**src/rtl/cpu_pkg.sv**
```systemverilog
// Shared definitions for the multicycle processor core: sequencer state
// encoding, condition-flag bit positions and the default reset PC.
// jump_unit decodes the flag vector with the same bit indices.
package cpu_pkg;

   // Instruction-cycle states, 2-bit encoding.
   typedef enum logic [1:0] {
      ST_IDLE  = 2'd0,
      ST_FETCH = 2'd1,
      ST_EXEC  = 2'd2,
      ST_HALT  = 2'd3
   } seq_state_t;

   // Condition-flag layout: {carry, sign, zero}.
   localparam int FLAG_W = 3;
   localparam int FLAG_C = 2;
   localparam int FLAG_S = 1;
   localparam int FLAG_Z = 0;

   // PC loaded when rst is asserted, unless the instance overrides it.
   localparam logic [31:0] DEFAULT_RESET_PC = 32'd0;

   // An instruction commits on an EXEC edge that is not stalled.
   function automatic logic is_commit(input seq_state_t st, input logic stall_i);
      return (st == ST_EXEC) && !stall_i;
   endfunction

endpackage

```
**src/rtl/flag_reg.sv**
```systemverilog
// Condition-flag register: 3 bits, synchronous active-high reset to zero,
// loads d on any rising edge where we is high.
module flag_reg
   import cpu_pkg::*;
(
   input  logic              clk,
   input  logic              rst,
   input  logic              we,
   input  logic [FLAG_W-1:0] d,
   output logic [FLAG_W-1:0] q
);

   // Flags hold until an enabled write; reset clears them.
   always_ff @(posedge clk) begin
      if (rst) begin
         q <= '0;
      end else if (we) begin
         q <= d;
      end
   end

endmodule

```
**src/rtl/pc_sequencer.sv**
```systemverilog
// Program-counter / flag sequencer. Owns the architectural PC and the
// condition flags, feeds both to jump_unit, and commits jump_unit's
// next_address once per instruction through a FETCH/EXEC cycle.
//
// Control semantics: start is a level sampled only in IDLE. stall is a
// level that freezes the current state and all architectural state for
// as long as it is high. next_address, alu_flags, flag_we and halt_req
// are sampled only on the EXEC edge where stall is low (the commit edge);
// their values at any other time are ignored.
module pc_sequencer
   import cpu_pkg::*;
#(
   parameter int               WIDTH    = 32,
   parameter logic [WIDTH-1:0] RESET_PC = WIDTH'(DEFAULT_RESET_PC)
)
(
   input  logic              clk,
   input  logic              rst,
   input  logic              start,
   input  logic              stall,
   input  logic              halt_req,
   input  logic [WIDTH-1:0]  next_address,
   input  logic [FLAG_W-1:0] alu_flags,
   input  logic              flag_we,
   output logic [WIDTH-1:0]  pc,
   output logic [FLAG_W-1:0] flags,
   output logic              fetch_en,
   output logic              exec_en,
   output logic              halted,
   output logic [31:0]       retired,
   output logic [1:0]        state_dbg
);

   seq_state_t state;
   seq_state_t state_nxt;
   logic       commit;

   assign commit    = is_commit(state, stall);
   assign state_dbg = state;

   // Next-state decode; stall holds FETCH and EXEC, HALT is left only by rst.
   always_comb begin
      state_nxt = state;
      case (state)
         ST_IDLE: begin
            if (start) begin
               state_nxt = ST_FETCH;
            end
         end
         ST_FETCH: begin
            if (!stall) begin
               state_nxt = ST_EXEC;
            end
         end
         ST_EXEC: begin
            if (!stall) begin
               state_nxt = halt_req ? ST_HALT : ST_FETCH;
            end
         end
         ST_HALT: begin
            state_nxt = ST_HALT;
         end
         default: begin
            state_nxt = ST_IDLE;
         end
      endcase
   end

   // State register, PC/retired commit and Moore enables registered from
   // the next state so they line up exactly with the state they decode.
   always_ff @(posedge clk) begin
      if (rst) begin
         state    <= ST_IDLE;
         pc       <= RESET_PC;
         retired  <= 32'd0;
         fetch_en <= 1'b0;
         exec_en  <= 1'b0;
         halted   <= 1'b0;
      end else begin
         state    <= state_nxt;
         fetch_en <= (state_nxt == ST_FETCH);
         exec_en  <= (state_nxt == ST_EXEC);
         halted   <= (state_nxt == ST_HALT);
         if (commit) begin
            // next_address already carries sequential or branch target;
            // it is taken verbatim, no increment or alignment here.
            pc      <= next_address;
            retired <= retired + 32'd1;
         end
      end
   end

   // Flags written only on the commit edge, so a branch sees the flags of
   // earlier instructions and this instruction's update shows up next time.
   flag_reg u_flag_reg (
      .clk (clk),
      .rst (rst),
      .we  (commit && flag_we),
      .d   (alu_flags),
      .q   (flags)
   );

endmodule

```
**config.mk**
```make
export PLATFORM = sky130hd
export DESIGN_NAME = pc_sequencer
export DESIGN_NICKNAME = d
export VERILOG_FILES = /design/src/rtl/cpu_pkg.sv /design/src/rtl/flag_reg.sv /design/src/rtl/pc_sequencer.sv
export SDC_FILE = /design/constraint.sdc
export NUM_CORES = 1
export LEC_CHECK = 0
export ABC_AREA = 1
export ABC_CLOCK_PERIOD_IN_PS = 4000
export CORE_MARGIN = 2
export CORE_UTILIZATION = 49
export DETAILED_ROUTE_END_ITERATION = 10
export GPL_TIMING_DRIVEN = 0
export PLACE_DENSITY = 0.95
export SYNTH_ARGS = -nofsm -noshare
export SYNTH_HDL_FRONTEND = slang
export SYNTH_HIERARCHICAL = 1
export SYNTH_SLANG_ARGS = --single-unit
```
**constraint.sdc**
```tcl
create_clock -name clk -period 4 [get_ports clk]
set_clock_uncertainty 0.2 [all_clocks]
set_input_delay 0.8 -clock clk [delete_from_list [all_inputs] [get_ports clk]]
set_output_delay 0.8 -clock clk [all_outputs]
set_load 0.1 [all_outputs]
```
==> qor.txt, run 1 <==
Max FO, Critical Path = 6
H-tree depth = 3
Non-filler instance count after layout = 680
Gate Count Post-Synth = 475
Crit Reg-Reg Startpoint = state_dbg[1]
Fin util = 0.741
Clock power frac = 0.436
Clock Latency Late Sink = 0.35 ns
Hold path depth = 2
DP Wirelength = 7160 microns
Post-route antenna net violation count = 0
I/O Pins = 113
Worst EP arrival = 2.02 ns
Top cells by count, synth = nand2_1, dfxtp_1, nor2_1
Buffers & Inverters on Critical Path = 1
Share of cells above drive strength 1 = 0.0879
FF-to-FF path depth = 6
Worst VDD drop = 272 uV
NumNets Final = 640
# diodes = 0
Clock sink count = 72
Row cnt = 29
First-pass GRT wire length = 15800 microns
Sw power = 0.415 mW
DR vias = 3596
Post-synth cell types = 28
Worst hold margin = 0.266 ns
Number of global-route vias before repair = 3594
Placed cell count = 664
Max cap viols = 0
Leak pwr = 1.73 nW
Initial core utilization = 0.512
Routed WL = 9650 microns
Slew Viols, Final = 0
Tot Pwr = 1.64 mW
Num CTS Buffers = 9
Sequential area share after synthesis = 0.439
RD Place Congestion = 0.891
Area delta synth->final = 44.7%
Drt drc = 2
CP cell instances = clkdlybuf4s50_1
Fin. Hold Viols = 0
Switching Share = 0.253
Top-area cell type share of the netlist area = 0.439
Reg2reg end = u_flag_reg/q[0]
CTS-repair resized insts = 0
Post-synth ARST share = 0
Core area = 0.00642 sq mm
HP Start = pc[12]
Clk pin slew, worst setup/hold paths = 0.08 ns
Clock buffer depth = 2
Period utilization = 0.756
CTS root buf = clkbuf_8
Via density = 5.29
Number of synthesized flops with an enable pin = 0
Required time worst endpoint = 3.00 ns
Syn Nets = 517
Violated checks = DRC
Syn avg cell area = 6.92 sq um
TritonCTS clock tree = yes
Tightest Pin Transition = 1.02 ns
Hold Crit Class = reg -> reg
Die extent in y = 85.9 microns
Buffers on Ports = 112
YS warnings = 6
Worst Hold End = pc[12]
Critical Path Source Type = flop
Comb power frac = 0.117
Outcome = finished, violations left
Die area = 0.00738 sq mm
Crit path max-delay family = buffers and inverters
Sequential share of power = 0.447
Flops & latches, synth = 72
Cell internal pwr = 1.23 mW
P per Cell Area = 345 mW/mm^2
GR Overflow Total = 0
R2r setup slk = 2.08 ns
Post-synth top flop = dfxtp_1
Filler cell count = 467
Drt pass-1 iters = 8
Synth area leaders = dfxtp_1, nand2_1, a21oi_1
Postcts setup bufs = 0
CP max stage delay = 1.21 ns
Iter 0 DRT Violations = 217
Worst setup path class = reg -> out
Die W = 85.9 microns
Synth Cell Area = 0.00329 sq mm
Largest net degree at the start of global routing = 14
Final critical-path required period = 3.02 ns
CP max stage cell = clkdlybuf4s50_1
Fmax = 331 MHz
Relative slew slack = 0.316
CP endpoint kind = output port
Routed WL per cell = 14.2 microns
RSZ-0062 raised after global routing = no
Final setup fails = 0
Initial antenna violation count = 0
Hold_buf cts = 0
Setup TNS Final = 0 ns
Worst path depth = 1
GRT Total Usage = 0.272
Synth area leader = dfxtp_1
Most frequent cell after synthesis = nand2_1
-- state kept, by name, summed over array words and instances (netlist names) --
signal        count
state_dbg         2
retired          32
fetch_en          1
exec_en           1
u_flag_reg/q      3
halted            1
pc               32
-- per-stage QoR --
step | instance area [sq um] | setup slack [ns]
floorplan | 3290 | 1.66
global placement | 4500 | 1.34
detailed placement | 4500 | 1.25
CTS | 4760 | 0.971
global route | 4760 | 0.893
finish | 4760 | 0.977
-- routing by layer --
layer / up-vias / track usage / part of all wire
met5: - / 0 / 0
met4: 0 / 0.130 / 0.025
met3: 27 / 0.0982 / 0.087
met2: 166 / 0.476 / 0.50
met1: 1665 / 0.289 / 0.39
li1: 1738 / - / -
-- layout by cell type (no fill, tap or decap), drive strengths merged --
cell type / n
a21oi: 47
buf: 8
clkinvlp: 1
nand3: 31
ha: 1
nor3: 8
nand3b: 2
xor2: 3
nand4: 8
inv: 52
clkbuf: 17
nand2: 146
nor2: 77
dfxtp: 72
a31oi: 1
o21ai: 11
clkinv: 2
clkdlybuf4s50: 112
nor3b: 1
bufinv: 3
-- worst min-delay path, cell delays in order, from the launching register on --
cell	delay, ns
dfxtp_1	0.31
nand2_1	0.06
a21oi_1	0.05
-- cell type report --
| cell class | instances | area [sq um] | area share |
|---|---|---|---|
| multi-input cells | 336 | 1570 | 0.330 |
| flip-flops and latches | 72 | 1440 | 0.303 |
| repair buffers | 112 | 1120 | 0.236 |
| inverters | 52 | 196 | 0.0413 |
| clock buffers | 10 | 138 | 0.0289 |
| clock inverters | 6 | 115 | 0.0242 |
| well taps | 77 | 96.3 | 0.0203 |
| plain buffers | 15 | 78.8 | 0.0166 |
-- power groups by stage --
stage                     clock [mW]  sequential [mW]  combinational (mW)
after floorplan                    0            0.827              0.0401
after global placement             0            0.750               0.187
after detailed placement           0            0.751               0.190
after CTS                      0.723            0.734               0.192
after global routing           0.757            0.735               0.201
final                          0.716            0.734               0.192
-- how the worst max path moves through the flow --
stage | slack [ns] | from | end
2_1_floorplan | 1.66 | retired[1] | retired[16]
3_3_place_gp | 1.34 | stall | u_flag_reg/q[1]
3_5_place_dp | 1.25 | stall | u_flag_reg/q[0]
4_1_cts | 0.97 | retired[10] | retired[10]
5_1_grt | 0.89 | retired[10] | retired[10]
6_report | 0.98 | retired[3] | retired[3]
-- logic make-up after synthesis --
group | Yosys count | synth area share
adders and majority gates | 1 | 0.00381
buffers and inverters | 67 | 0.0837
and+or+nand+nor | 273 | 0.376
DFF | 72 | 0.439
AOI/OAI and AO/OA | 59 | 0.0902
xor gates and xnor gates | 3 | 0.00800
Power figures use the tool's default switching activity.
==> run 2: changes to the inputs <==
- ABC_CLOCK_PERIOD_IN_PS: 4000 -> 2700
- CORE_UTILIZATION: 49 -> 41
- PLACE_DENSITY: 0.95 -> 0.85
- clock period: 4 -> 2.7 ns (I/O delays scaled with it)
==> qor.txt, run 2 (synthesis gave the netlist of run 1 again) <==
Clock Latency Late Sink = 0.35 ns
Final setup fails = 0
Row cnt = 32
GR Overflow Total = 0
Worst hold margin = 0.267 ns
DR vias = 3452
Worst EP arrival = 1.93 ns
Area delta synth->final = 45.6%
CTS root buf = clkbuf_8
RD Place Congestion = 0.966
R2r setup slk = 0.87 ns
Via density = 4.90
GRT Total Usage = 0.218
Post-route antenna net violation count = 0
Fmax = 375 MHz
Drt pass-1 iters = 4
Sequential share of power = 0.450
Switching Share = 0.260
CP cell instances = clkdlybuf4s50_1
Max FO, Critical Path = 3
Leak pwr = 2.00 nW
CTS-repair resized insts = 15
Period utilization = 0.988
Clock buffer depth = 2
Clock power frac = 0.434
Worst setup path class = reg -> out
Required time worst endpoint = 1.96 ns
Tot Pwr = 2.42 mW
Worst VDD drop = 297 uV
CP max stage delay = 1.18 ns
First-pass GRT wire length = 15200 microns
CP max stage cell = clkdlybuf4s50_1
Core area = 0.00773 sq mm
Hold Crit Class = reg -> reg
Initial antenna violation count = 0
CP endpoint kind = output port
Hold_buf cts = 0
Buffers & Inverters on Critical Path = 1
Sw power = 0.628 mW
Clock sink count = 72
P per Cell Area = 505 mW/mm^2
Largest net degree at the start of global routing = 14
Clk pin slew, worst setup/hold paths = 0.08 ns
RSZ-0062 raised after global routing = no
Die extent in y = 93.5 microns
Critical Path Source Type = flop
I/O Pins = 113
Non-filler instance count after layout = 705
Postcts setup bufs = 0
Routed WL = 9180 microns
Share of cells above drive strength 1 = 0.0879
Number of global-route vias before repair = 3447
Filler cell count = 668
Setup TNS Final = 0 ns
Initial core utilization = 0.425
Comb power frac = 0.116
Drt drc = 0
Commonest non-fill, non-tap cells in the layout = nand2_1, clkdlybuf4s50_1, dfxtp_1
NumNets Final = 640
Fin. Hold Viols = 0
# diodes = 0
DP Wirelength = 6910 microns
Die W = 93.5 microns
Placed cell count = 689
Die area = 0.00875 sq mm
Tightest Pin Transition = 1.01 ns
Crit path max-delay family = buffers and inverters
Final critical-path required period = 2.67 ns
Iter 0 DRT Violations = 211
Most common cell after layout, fill and taps aside = nand2_1
Slew Viols, Final = 0
TritonCTS clock tree = yes
Routed WL per cell = 13.0 microns
H-tree depth = 3
Num CTS Buffers = 9
Buffers on Ports = 112
Max cap viols = 0
Fin util = 0.619
Cell internal pwr = 1.79 mW
Largest registers = pc: 32 flops, retired: 32 flops, u_flag_reg/q: 3 flops
Outcome = complete, no violations
Relative slew slack = 0.326
run 2: tightest hold or removal path, stage by stage (launching register included):
cell and delay (ns):
dfxtp_1 0.32, nand2_1 0.06, a21oi_1 0.05
run 2: area by class of cell:
cell class / count / area [sq um] / area share
Inverter: 52 / 196 / 0.0410
Timing Repair Buffer: 112 / 1130 / 0.236
Clock inverter: 7 / 119 / 0.0248
Buffer: 15 / 78.8 / 0.0165
Clock buffer: 9 / 124 / 0.0259
Multi-Input combinational cell: 336 / 1570 / 0.328
Tap cell: 102 / 128 / 0.0267
Sequential cell: 72 / 1440 / 0.301
run 2: path summary, 6_finish.rpt:
path / from / endpoint / cells past startpoint
worst min register to register: pc[0] / pc[0] / 2
worst max-delay path: retired[6] / retired[6] / 1
worst max register to register: state_dbg[1] / u_flag_reg/q[1] / 6
worst min-delay path: pc[0] / pc[0] / 2
run 2: power groups by stage:
stage                     clock network (mW)  logic (mW)  registers [mW]
after detailed placement                   0       0.281            1.11
after CTS                               1.06       0.281            1.09
after global placement                     0       0.277            1.11
after floorplan                            0      0.0593            1.23
final                                   1.05       0.279            1.09
after global routing                    1.10       0.296            1.09
run 2: metrics by stage:
| step | worst slack [ns] | cell area, sq um |
|---|---|---|
| after floorplan | 0.365 | 3290 |
| after global placement | 0.300 | 4540 |
| after detailed placement | 0.183 | 4540 |
| after CTS | 0.00206 | 4760 |
| after global routing | 0.00190 | 4790 |
| final | 0.0334 | 4790 |
run 2: layer usage:
layer | GRT usage | share of wire | wire, microns
met5 | 0 | 0 | 0
met4 | 0.0906 | 0.018 | 163
met3 | 0.0798 | 0.088 | 811
met2 | 0.377 | 0.49 | 4500
met1 | 0.241 | 0.40 | 3710
==> run 3: changes to the inputs <==
- CORE_MARGIN: 2 -> 4
==> qor.txt, run 3 (synthesis gave the netlist of run 1 again) <==
Outcome = complete, no violations
Initial core utilization = 0.423
Switching Share = 0.266
Required time worst endpoint = 1.96 ns
Fmax = 380 MHz
RSZ-0062 raised after global routing = no
Worst setup path class = reg -> out
Hold Crit Class = reg -> reg
Final critical-path required period = 2.63 ns
Crit Reg-Reg Startpoint = retired[1]
Placed cell count = 689
Sequential share of power = 0.471
# diodes = 0
Comb power frac = 0.121
Die area = 0.00951 sq mm
Worst VDD drop = 319 uV
NumNets Final = 640
Hold path depth = 2
Non-filler instance count after layout = 705
Area delta synth->final = 45.3%
Num CTS Buffers = 9
Via density = 4.84
CP endpoint kind = output port
Number of global-route vias before repair = 3335
Largest net degree at the start of global routing = 14
Final setup fails = 0
Critical Path Source Type = flop
Clock sink count = 72
CTS root buf = clkbuf_8
Sequential cell area = 0.00144 sq mm
Buffers on Ports = 112
Drt drc = 0
Iter 0 DRT Violations = 181
GR Overflow Total = 0
Clock power frac = 0.407
Buffers & Inverters on Critical Path = 1
Setup Slack @ Placement = 0.227 ns
Worst Hold End = pc[0]
RD Place Congestion = 0.915
Post-route antenna net violation count = 0
Die extent in y = 97.5 microns
Die W = 97.5 microns
DR vias = 3411
Row cnt = 32
TritonCTS clock tree = yes
Core area = 0.00777 sq mm
H-tree depth = 3
HP Start = pc[0]
CP max stage delay = 1.16 ns
Period utilization = 0.973
FF-to-FF path depth = 8
Routed WL per cell = 13.0 microns
Relative slew slack = 0.325
Tot Pwr = 2.31 mW
First-pass GRT wire length = 15200 microns
Area after DPL = 0.00454 sq mm
Leak pwr = 2.02 nW
Max cap viols = 0
Reg2reg end = retired[10]
GRT Total Usage = 0.193
Clk pin slew, worst setup/hold paths = 0.08 ns
Most common cell after layout, fill and taps aside = nand2_1
Routed WL = 9150 microns
Largest registers = pc: 32 flops, retired: 32 flops, u_flag_reg/q: 3 flops
Max FO, Critical Path = 4
Sw power = 0.612 mW
Clock buffer depth = 2
Design Area, Final = 0.00478 sq mm
Drt pass-1 iters = 4
Share of cells above drive strength 1 = 0.0879
Tightest Pin Transition = 1.01 ns
Setup TNS Final = 0 ns
CP cell instances = clkdlybuf4s50_1
DP Wirelength = 6990 microns
Slew Viols, Final = 0
I/O Pins = 113
Fin util = 0.615
Area of the multi-input gates = 0.00157 sq mm
Postcts setup bufs = 0
Hold_buf cts = 0
Worst EP arrival = 1.89 ns
CP max stage cell = clkdlybuf4s50_1
Fin. Hold Viols = 0
Cell internal pwr = 1.69 mW
Setup WS post-layout = 0.0718 ns
Initial antenna violation count = 0
Filler cell count = 698
Commonest non-fill, non-tap cells in the layout = nand2_1, clkdlybuf4s50_1, dfxtp_1
R2r setup slk = 0.86 ns
Worst hold margin = 0.265 ns
P per Cell Area = 483 mW/mm^2
Clock Latency Late Sink = 0.34 ns
Crit path max-delay family = buffers and inverters
==> run 3: changes by cell type in the layout (fill, tap and decap cells not counted) <==
cell | before | now
bufinv_16 | 3 | 2
clkinv_4 | 0 | 1
clkinvlp_4 | 2 | 3
dlygate4sd2_1 | 15 | 12
dlymetal6s2s_1 | 11 | 14
inv_6 | 1 | 0
==> run 3: final cells by class <==
type | count | share of cell area
Sequential cell | 72 | 0.302
Clock buffer | 9 | 0.0259
Timing Repair Buffer | 112 | 0.239
Inverter | 52 | 0.0411
Buffer | 15 | 0.0165
Multi-Input combinational cell | 336 | 0.329
Clock inverter | 7 | 0.0202
Tap cell | 102 | 0.0267
==> run 3: how the worst max path moves through the flow <==
stage | start | depth (start not counted) | end | slack [ns]
after global placement | rst | 6 | retired[6] | 0.26
after CTS | retired[18] | 1 | retired[18] | 0.0003
after global routing | retired[30] | 1 | retired[30] | 0.01
after detailed placement | rst | 6 | retired[6] | 0.23
final | retired[14] | 1 | retired[14] | 0.07
after floorplan | retired[1] | 8 | retired[16] | 0.36
==> run 3: routing by layer <==
metal  wire length [microns]  GRT usage  vias up
li1                        -          -     1741
met3                     674     0.0625       12
met5                       0          0        -
met2                    4680      0.344      100
met1                    3680      0.214     1558
met4                     106     0.0671        0
==> run 3: timing repair <==
item | in CTS | in global routing
endpoints found under the setup margin | 12 | 14
resized for setup | 12 | 14
gates cloned | 0 | 0
==> run 3: power groups by stage <==
stage                     clock network, mW  logic [mW]  registers, mW
after global placement                    0       0.277           1.11
after global routing                   1.01       0.297           1.09
after floorplan                           0      0.0593           1.23
after CTS                             0.966       0.282           1.09
after detailed placement                  0       0.282           1.11
final                                 0.939       0.280           1.09
